$ cat src/rtl/random_stream_cmd.sv
// Host-command decoder for the random-byte stream: 'r' soft reset, 's' stop, 'c' continuous, 'b' <hi> <lo> burst.
// Optional inter-byte timeout is compiled in when RANDOM_STREAM_CMD_TIMEOUT_EN is defined.
module random_stream_cmd #(
  parameter int CLOCKFRQ   = 12000000,
  parameter int TIMEOUT_US = 1000
) (
  input  logic        clk,
  input  logic        rst_n,
  input  logic        rx_valid,
  input  logic [7:0]  rx_byte,
  input  logic        rx_error,
  input  logic        word_ready,
  input  logic        tx_busy,
  output logic        tx_start,
  output logic        soft_reset,
  output logic [1:0]  mode,
  output logic [15:0] burst_left,
  output logic        cmd_error,
  output logic        parsing
);

  localparam int TIMEOUT_CYCLES = CLOCKFRQ / 1000000 * TIMEOUT_US;

  if (TIMEOUT_CYCLES < 1) begin : g_bad_timeout
    $error("random_stream_cmd: TIMEOUT_CYCLES must be at least 1");
  end

  localparam logic [1:0] M_STOP  = 2'd0;
  localparam logic [1:0] M_CONT  = 2'd1;
  localparam logic [1:0] M_BURST = 2'd2;

  localparam logic [7:0] CH_R = 8'h72;
  localparam logic [7:0] CH_S = 8'h73;
  localparam logic [7:0] CH_C = 8'h63;
  localparam logic [7:0] CH_B = 8'h62;

  typedef enum logic [1:0] {P_IDLE, P_HI, P_LO} pstate_e;

  pstate_e     state_q, state_d;
  logic [1:0]  mode_q, mode_d;
  logic [15:0] burst_left_q, burst_left_d;
  logic [7:0]  cnt_hi_q, cnt_hi_d;
  logic        soft_reset_q, soft_reset_d;
  logic        cmd_error_q, cmd_error_d;
  logic        timeout_hit;

  assign parsing    = (state_q != P_IDLE);
  assign mode       = mode_q;
  assign burst_left = burst_left_q;
  assign soft_reset = soft_reset_q;
  assign cmd_error  = cmd_error_q;

  assign tx_start = word_ready & ~tx_busy &
                    ((mode_q == M_CONT) | ((mode_q == M_BURST) & (burst_left_q != 16'd0)));

`ifdef RANDOM_STREAM_CMD_TIMEOUT_EN
  localparam int CNT_W = (TIMEOUT_CYCLES > 1) ? $clog2(TIMEOUT_CYCLES) : 1;

  logic [CNT_W-1:0] tmo_cnt_q, tmo_cnt_d;

  always_comb begin
    tmo_cnt_d = tmo_cnt_q;
    if (rx_valid || !parsing) tmo_cnt_d = '0;
    else                      tmo_cnt_d = tmo_cnt_q + CNT_W'(1);
  end

  // Fires on the edge that completes TIMEOUT_CYCLES idle cycles since the last byte.
  assign timeout_hit = parsing && !rx_valid && !rx_error &&
                       (tmo_cnt_q == CNT_W'(TIMEOUT_CYCLES - 1));

  always_ff @(posedge clk or negedge rst_n) begin
    if (!rst_n) tmo_cnt_q <= '0;
    else        tmo_cnt_q <= tmo_cnt_d;
  end
`else
  assign timeout_hit = 1'b0;
`endif

  always_comb begin
    state_d      = state_q;
    mode_d       = mode_q;
    burst_left_d = burst_left_q;
    cnt_hi_d     = cnt_hi_q;
    soft_reset_d = 1'b0;
    cmd_error_d  = 1'b0;

    // Burst bookkeeping first so a completing command below overrides it.
    if (mode_q == M_BURST) begin
      if (tx_start)                      burst_left_d = burst_left_q - 16'd1;
      else if (burst_left_q == 16'd0)    mode_d       = M_STOP;
    end

    if (rx_error) begin
      cmd_error_d = 1'b1;
      state_d     = P_IDLE;
    end else if (rx_valid) begin
      case (state_q)
        P_IDLE: begin
          case (rx_byte)
            CH_R: begin
              soft_reset_d = 1'b1;
              mode_d       = M_CONT;
              burst_left_d = 16'd0;
            end
            CH_S: begin
              mode_d       = M_STOP;
              burst_left_d = 16'd0;
            end
            CH_C: begin
              mode_d       = M_CONT;
              burst_left_d = 16'd0;
            end
            CH_B:    state_d     = P_HI;
            default: cmd_error_d = 1'b1;
          endcase
        end
        P_HI: begin
          cnt_hi_d = rx_byte;
          state_d  = P_LO;
        end
        P_LO: begin
          state_d = P_IDLE;
          if ({cnt_hi_q, rx_byte} != 16'd0) begin
            mode_d       = M_BURST;
            burst_left_d = {cnt_hi_q, rx_byte};
          end else begin
            mode_d       = M_STOP;
            burst_left_d = 16'd0;
          end
        end
        default: state_d = P_IDLE;
      endcase
    end else if (timeout_hit) begin
      cmd_error_d = 1'b1;
      state_d     = P_IDLE;
    end
  end

  always_ff @(posedge clk or negedge rst_n) begin
    if (!rst_n) begin
      state_q      <= P_IDLE;
      mode_q       <= M_CONT;
      burst_left_q <= 16'd0;
      cnt_hi_q     <= 8'd0;
      soft_reset_q <= 1'b0;
      cmd_error_q  <= 1'b0;
    end else begin
      state_q      <= state_d;
      mode_q       <= mode_d;
      burst_left_q <= burst_left_d;
      cnt_hi_q     <= cnt_hi_d;
      soft_reset_q <= soft_reset_d;
      cmd_error_q  <= cmd_error_d;
    end
  end

endmodule

$ cat config.mk
export PLATFORM = sky130hd
export DESIGN_NAME = random_stream_cmd
export DESIGN_NICKNAME = d
export VERILOG_FILES = /design/src/rtl/random_stream_cmd.sv
export SDC_FILE = /design/constraint.sdc
export NUM_CORES = 1
export LEC_CHECK = 0
export CAP_MARGIN = 20
export CORE_UTILIZATION = 55
export CTS_BUF_LIST = sky130_fd_sc_hd__clkbuf_4
export DETAILED_ROUTE_END_ITERATION = 6
export HOLD_SLACK_MARGIN = 0.03
export PLACE_DENSITY = 0.85
export SYNTH_ARGS = -nofsm -noshare
export SYNTH_HDL_FRONTEND = slang
export SYNTH_SLANG_ARGS = --single-unit
$ cat constraint.sdc
create_clock -name clk -period 6.1 [get_ports clk]
set_clock_uncertainty 0.2 [all_clocks]
set_input_delay 0.61 -clock clk [delete_from_list [all_inputs] [get_ports clk]]
set_output_delay 0.61 -clock clk [all_outputs]
set_load 0.005 [all_outputs]
==> reports/metrics.csv, run 1 <==
metric,value,unit
Setup TNS,0,ns
Congestion Overflow GR,0,
number of synthesized register bits,30,
clock slew at reported path FFs,0.09,ns
"antenna viol nets, final",0,
warnings from Yosys,0,
RD Place Congestion,1.00,
HP Class,register to register,
RSZ-0062 raised after global routing,no,
"Slew Viols, Final",0,
# diodes,0,
Simple-Gate Fraction of Synth Area,26.8,%
clock tree buffer depth,2,
ys flop type,dfrtp_1,
Crit Path Class,register to output pin,
Initial Util,59.6,%
fin crit period,3.41,ns
combinational share of power,40.9,%
core area,0.00285,mm2
DP Wirelength,3060,um
Vias per Instance,6.34,
DRT iter0 DRCs,75,
Final #Nets,211,
Boundary Pins,36,
share of power burned in registers,44.0,%
Die Width,57.6,um
layout cells sized above 1,11.8,%
Mapped Area,0.00170,mm2
mux contribution to synthesized area,6.62,%
CP Capture Type,output pin,
CP startpoint kind,register,
root buffer cell,clkbuf_4,
Final period util,55.9,%
"Max stage delay cell, worst path",clkdlybuf4s50_1,
crit path DAT,2.60,ns
leakage power,0.841,nW
worst-margin pin slew,0.725,ns
internal power,0.472,mW
CTS tree,yes,
"Hold Vio Cnt, Final",0,
Synth cell types,41,
Syn Inst Count,157,
WL/cell,17.4,um
Avg Synthesized Cell Area,10.8,um2
DIE HEIGHT,57.6,um
violated checks,design-rule violations,
global-route wire length before repair,6500,um
Initial DRT Pass Iterations,6,
pin count of the biggest net entering global routing,31,
fmax,293,MHz
full die area,0.00332,mm2
clock share of power,15.2,%
Sw Share,37.5,%
syn_nets,173,
max-cap check violation count,0,
final WL,3930,um
CP Cell Sequence,"inv_1, ha_1, nor3b_2, nand4_2, nand2_1, mux2_2, nor3b_1, clkdlybuf4s50_1",
"Seq/Total Area, Yosys",44.2,%
Crit Path Max Fanout,13,
"Async S/R FF share, synth",100,%
number of global-route vias before repair,1395,
H-tree levels,2,
hold_buf cts,0,
total power,0.756,mW
outcome,finished with violations,
Psw,0.284,mW
gr usage total,26.4,%
FP Rows,19,
post-CTS sizing,0,
VDD IR-drop max,0.192,mV
Post-Synth XOR/XNOR Area,7.21,%
port buffer count,35,
largest family of logic cells by synthesized area,simple AND/OR/NAND/NOR gates,
Final setup viols,0,
max_slew headroom,51.2,%
postcts setup bufs,0,
worst-skew pair later-pin latency,0.32,ns
PD cells,359,mW/mm2
clock tree sinks,30,
drt drc,3,
"EDFF count, synth",0,
adder-cell share of the synthesized area,1.47,%
synth-to-layout area growth,23.9,%
Worst Path Required,5.29,ns
Via Count,1432,
largest stage delay on the critical path,0.54,ns
TritonCTS Buffers,5,
Synth Area in Compound Gates,10.5,%
initial antenna violation count,0,
final timing paths:
path	cells after the start	to	slack, ns	startpoint
min reg2reg	1	burst_left[11]	0.31	cnt_hi_q[3]
min	1	burst_left[11]	0.31	cnt_hi_q[3]
min in group asynchronous	2	cnt_hi_q[1]	0.46	rst_n
max reg2reg	7	burst_left[1]	3.75	burst_left[0]
max	8	tx_start	2.69	burst_left[0]
max in group asynchronous	2	mode[0]	4.92	rst_n
kinds of logic (layout without fill, tap and decap cells):
logic type	after synthesis	after routing
AO/OA/AOI/OAI	26	26
XOR/XNOR	14	14
adder cells (fa/ha/maj)	2	2
buffers and inverters	8	46
flip-flops	30	30
multiplexers	10	10
AND/OR/NAND/NOR	67	67
layer usage:
| metal | global-route usage, % | vias to the layer above | routed length (um) |
|---|---|---|---|
| met1 | 33.0 | 682 | 1570 |
| met4 | 12.9 | 0 | 112 |
| met2 | 42.7 | 76 | 1950 |
| li1 | - | 661 | - |
| met5 | 0 | - | 0 |
| met3 | 6.92 | 13 | 293 |
cell usage in the layout, fill, tap and decap left out, types with 2 or more instances in the layout:
cell | synthesis | layout
mux2_2 | 3 | 3
nand2_1 | 12 | 12
nor2_1 | 4 | 4
xnor2_1 | 3 | 3
or2_1 | 2 | 2
nand4_1 | 7 | 7
xor2_1 | 11 | 11
mux2_1 | 7 | 7
nand2b_1 | 3 | 3
ha_1 | 2 | 2
nor4b_4 | 2 | 2
a31oi_1 | 2 | 2
clkdlybuf4s50_1 | 0 | 35
nor4_1 | 7 | 7
nor3b_1 | 2 | 2
nor4_2 | 3 | 3
clkbuf_4 | 0 | 7
a21oi_1 | 3 | 3
nand3_1 | 9 | 9
inv_1 | 3 | 3
dfrtp_1 | 29 | 29
nor3b_2 | 2 | 2
o21ai_1 | 7 | 7
nor3_1 | 4 | 4
and3_1 | 2 | 2
o2bb2ai_1 | 9 | 9
registers in the layout, summed over array words and instances (netlist names):
register    flops
cmd_error       1
state_q         2
cnt_hi_q        8
mode            2
soft_reset      1
burst_left     16
power by group through the flow:
stage          Sequential, mW  Clock [mW]  Combinational, mW
2_1_floorplan           0.324           0              0.153
3_3_place_gp            0.328           0              0.287
3_5_place_dp            0.334           0              0.303
4_1_cts                 0.329       0.119              0.305
5_1_grt                 0.338       0.128              0.332
6_report                0.332       0.115              0.309
Yosys cell counts (2+ instances only):
| library cell | n | area share (%) |
|---|---|---|
| dfrtp_1 | 29 | 43 |
| nand2_1 | 12 | 2.6 |
| xor2_1 | 11 | 5.7 |
| nand3_1 | 9 | 2.6 |
| o2bb2ai_1 | 9 | 4.6 |
| mux2_1 | 7 | 4.6 |
| nand4_1 | 7 | 2.6 |
| nor4_1 | 7 | 2.6 |
| o21ai_1 | 7 | 2.1 |
| nor2_1 | 4 | 0.88 |
| nor3_1 | 4 | 1.2 |
| a21oi_1 | 3 | 0.88 |
| inv_1 | 3 | 0.66 |
| mux2_2 | 3 | 2.0 |
| nand2b_1 | 3 | 1.1 |
| nor4_2 | 3 | 2.2 |
| xnor2_1 | 3 | 1.5 |
| a31oi_1 | 2 | 0.74 |
| and3_1 | 2 | 0.74 |
| buf_4 | 2 | 0.88 |
| buf_6 | 2 | 1.3 |
| ha_1 | 2 | 1.5 |
| nor3b_1 | 2 | 0.88 |
| nor3b_2 | 2 | 1.5 |
| nor4b_4 | 2 | 2.8 |
| or2_1 | 2 | 0.74 |
metrics by stage:
step	setup WS, ns	utilization [%]	area, um2	instances	hold WS [ns]
finish	2.69	73.9	2110	226	0.314
CTS	2.66	73.9	2110	226	0.322
global route	2.48	73.9	2110	226	0.352
floorplan	3.77	-	1700	157	0.114
global placement	3.16	72.1	2060	219	0.291
detailed placement	3.03	72.1	2060	219	0.303
final cells by class:
cell class,count,area (um2)
clock buffer,7,52.6
fill,220,744
timing repair buffer,36,358
inverter,3,11.3
sequential,30,752
multi-input combinational,119,896
tap,31,38.8
worst max-delay path, delay by kind of cell, from the launching register on:
kind / cells / cell delay, ns
muxes: 1 / 0.26
buffers and inverters: 2 / 0.65
adders and majority gates: 1 / 0.22
and+or+nand+nor: 4 / 0.71
DFF: 1 / 0.43
Note: power is estimated with default switching activity, not from simulation.
==> run 2: changes to the inputs <==
CORE_UTILIZATION = 52   (was 55)
PLACE_DENSITY = 0.81   (was 0.85)
clock period = 3.6 ns   (was 6.1 ns; I/O delays follow)
==> run 2 against run 1 <==
  * The flow now finishes without violations
  * Worst setup slack worse by 2.3 ns
  * Core utilization shrank 4.1 points
  * Die area is 5.6% higher
  * Clock power is 130% higher
  * Global-route usage shrank 0.53 points
  * Non-clock buffer count unchanged
  * Wire length is 0.33% higher
  * Critical path type unchanged
==> reports/metrics.csv, run 2 (same netlist as run 1, synthesis figures left out) <==
metric,value,unit,change
Vias per Instance,5.84,,-7.9%
H-tree levels,2,,unchanged
Final #Nets,211,,unchanged
# diodes,0,,unchanged
global-route wire length before repair,6550,um,+0.75%
Worst Setup SP,burst_left[0],,
worst-margin pin slew,0.649,ns,-0.0762 ns
CTS tree,yes,,
full die area,0.00351,mm2,+5.6%
largest stage delay on the critical path,0.54,ns,about the same
drt drc,0,,-3
hold_buf cts,0,,unchanged
Boundary Pins,36,,unchanged
Die Width,59.2,um,+2.8%
max reg flops,16,,unchanged
Crit Path Max Fanout,13,,unchanged
Crit Path Class,register to output pin,,
fmax,310,MHz,
CP Capture Point,tx_start,,
CP Cell Sequence,"inv_1, ha_1, nor3b_2, nand4_2, nand2_1, mux2_2, nor3b_1, clkdlybuf4s50_1",,
core area,0.00308,mm2,+7.9%
cell family with most CP delay,simple AND/OR/NAND/NOR gates,,
R2R setup slack,1.18,ns,-2.57 ns
Setup TNS,0,ns,unchanged
Initial Util,55.3,%,-4.4 points
gr usage total,25.9,%,-0.53 points
"antenna viol nets, final",0,,unchanged
postcts setup bufs,0,,unchanged
Area after DPL,0.00207,mm2,+0.79%
HP Class,input pin to asynchronous set/reset pin,,
CP startpoint kind,register,,
worst-skew pair later-pin latency,0.34,ns,+0.02 ns
root buffer cell,clkbuf_4,,
clock slew at reported path FFs,0.09,ns,about the same
FP Rows,20,,+1
Filler cells,232,,+5.5%
PD cells,621,mW/mm2,+73%
Final period util,89.5,%,
port buffer count,35,,unchanged
DRT iter0 DRCs,132,,+76%
"most common cell after layout, fill and taps aside",clkdlybuf4s50_1,,
DIE HEIGHT,59.2,um,+2.8%
RSZ-0062 raised after global routing,no,,
"Slew Viols, Final",0,,unchanged
max-cap check violation count,0,,unchanged
"Hold Vio Cnt, Final",0,,unchanged
Initial DRT Pass Iterations,4,,-2
post-CTS sizing,0,,unchanged
VDD IR-drop max,0.298,mV,+55%
layout cells sized above 1,12.2,%,+0.45 points
worst path bufs/invs,2,,unchanged
WP depth,8,,unchanged
CP Capture Type,output pin,,
number of global-route vias before repair,1352,,-3.1%
final WL,3940,um,+0.33%
"Max stage delay cell, worst path",clkdlybuf4s50_1,,
clock tree buffer depth,2,,unchanged
outcome,completed,,
RD Place Congestion,0.936,,-6.6%
clock tree sinks,30,,unchanged
synth-to-layout area growth,26.3,%,
Congestion Overflow GR,0,,unchanged
crit path DAT,2.66,ns,+0.06 ns
Worst Reg2Reg Path Length in Cells,7,,unchanged
TritonCTS Buffers,5,,unchanged
DP Wirelength,3010,um,-1.4%
fin crit period,3.22,ns,
Via Count,1401,,-2.2%
r2r startpoint,burst_left[0],,
WL/cell,16.4,um,-5.5%
Worst Path Required,3.04,ns,-2.25 ns
cell area after layout,0.00215,mm2,+2.0%
pin count of the biggest net entering global routing,31,,unchanged
initial antenna violation count,0,,unchanged
Final setup viols,0,,unchanged
reg2reg end,burst_left[1],,
max_slew headroom,56.6,%,+5.3 points
"commonest non-fill, non-tap cells in the layout","clkdlybuf4s50_1, dfrtp_1, nand2_1",,
leakage power,0.854,nW,+1.5%
[run 2: changes by cell type in the layout (fill, tap and decap cells not counted), sizes merged]
cell    before  now
bufinv       0    1
clkinv       0    2
clkbuf       7    5
[run 2: worst min-delay path by stage]
stage           startpoint             end  slack, ns
5_1_grt              rst_n      soft_reset       0.24
4_1_cts              rst_n      state_q[1]       0.19
3_3_place_gp   cnt_hi_q[1]   burst_left[9]       0.29
2_1_floorplan        rst_n   burst_left[0]      -0.14
3_5_place_dp   cnt_hi_q[5]  burst_left[13]       0.31
6_report             rst_n      state_q[1]       0.19
[run 2: final cells by class]
cell class | instances | area (um2) | area share (%)
inverters | 3 | 11.3 | 0.524
repair buffers | 36 | 358 | 16.6
flip-flops and latches | 30 | 752 | 35.0
multi-input cells | 119 | 896 | 41.7
clock inverters | 3 | 40.0 | 1.86
clock buffers | 5 | 37.5 | 1.75
well taps | 44 | 55.1 | 2.56
[run 2: through the flow]
stage                     total power, mW  instances  worst slack, ns  utilization, %  hold WS (ns)
after floorplan                     0.808        157             1.52               -        -0.136
after global placement               1.05        232            0.897            67.3         0.290
after detailed placement             1.07        232            0.757            67.3         0.308
after CTS                            1.34        240            0.372            69.8         0.193
after global routing                 1.42        240            0.189            69.8         0.239
final                                1.33        240            0.376            69.8         0.187
[run 2: metal layers]
| metal | up-vias | global-route usage [%] | share of wire (%) |
|---|---|---|---|
| met2 | 52 | 41.9 | 50 |
| li1 | 665 | - | - |
| met3 | 9 | 5.90 | 5.4 |
| met5 | - | 0 | 0 |
| met1 | 675 | 33.2 | 43 |
| met4 | 0 | 10.9 | 1.8 |
[run 2: power by group]
| group | switching, mW | total [mW] | internal [mW] |
|---|---|---|---|
| registers | 0.144 | 0.562 | 0.417 |
| logic | 0.220 | 0.513 | 0.293 |
| clock network | 0.116 | 0.260 | 0.144 |
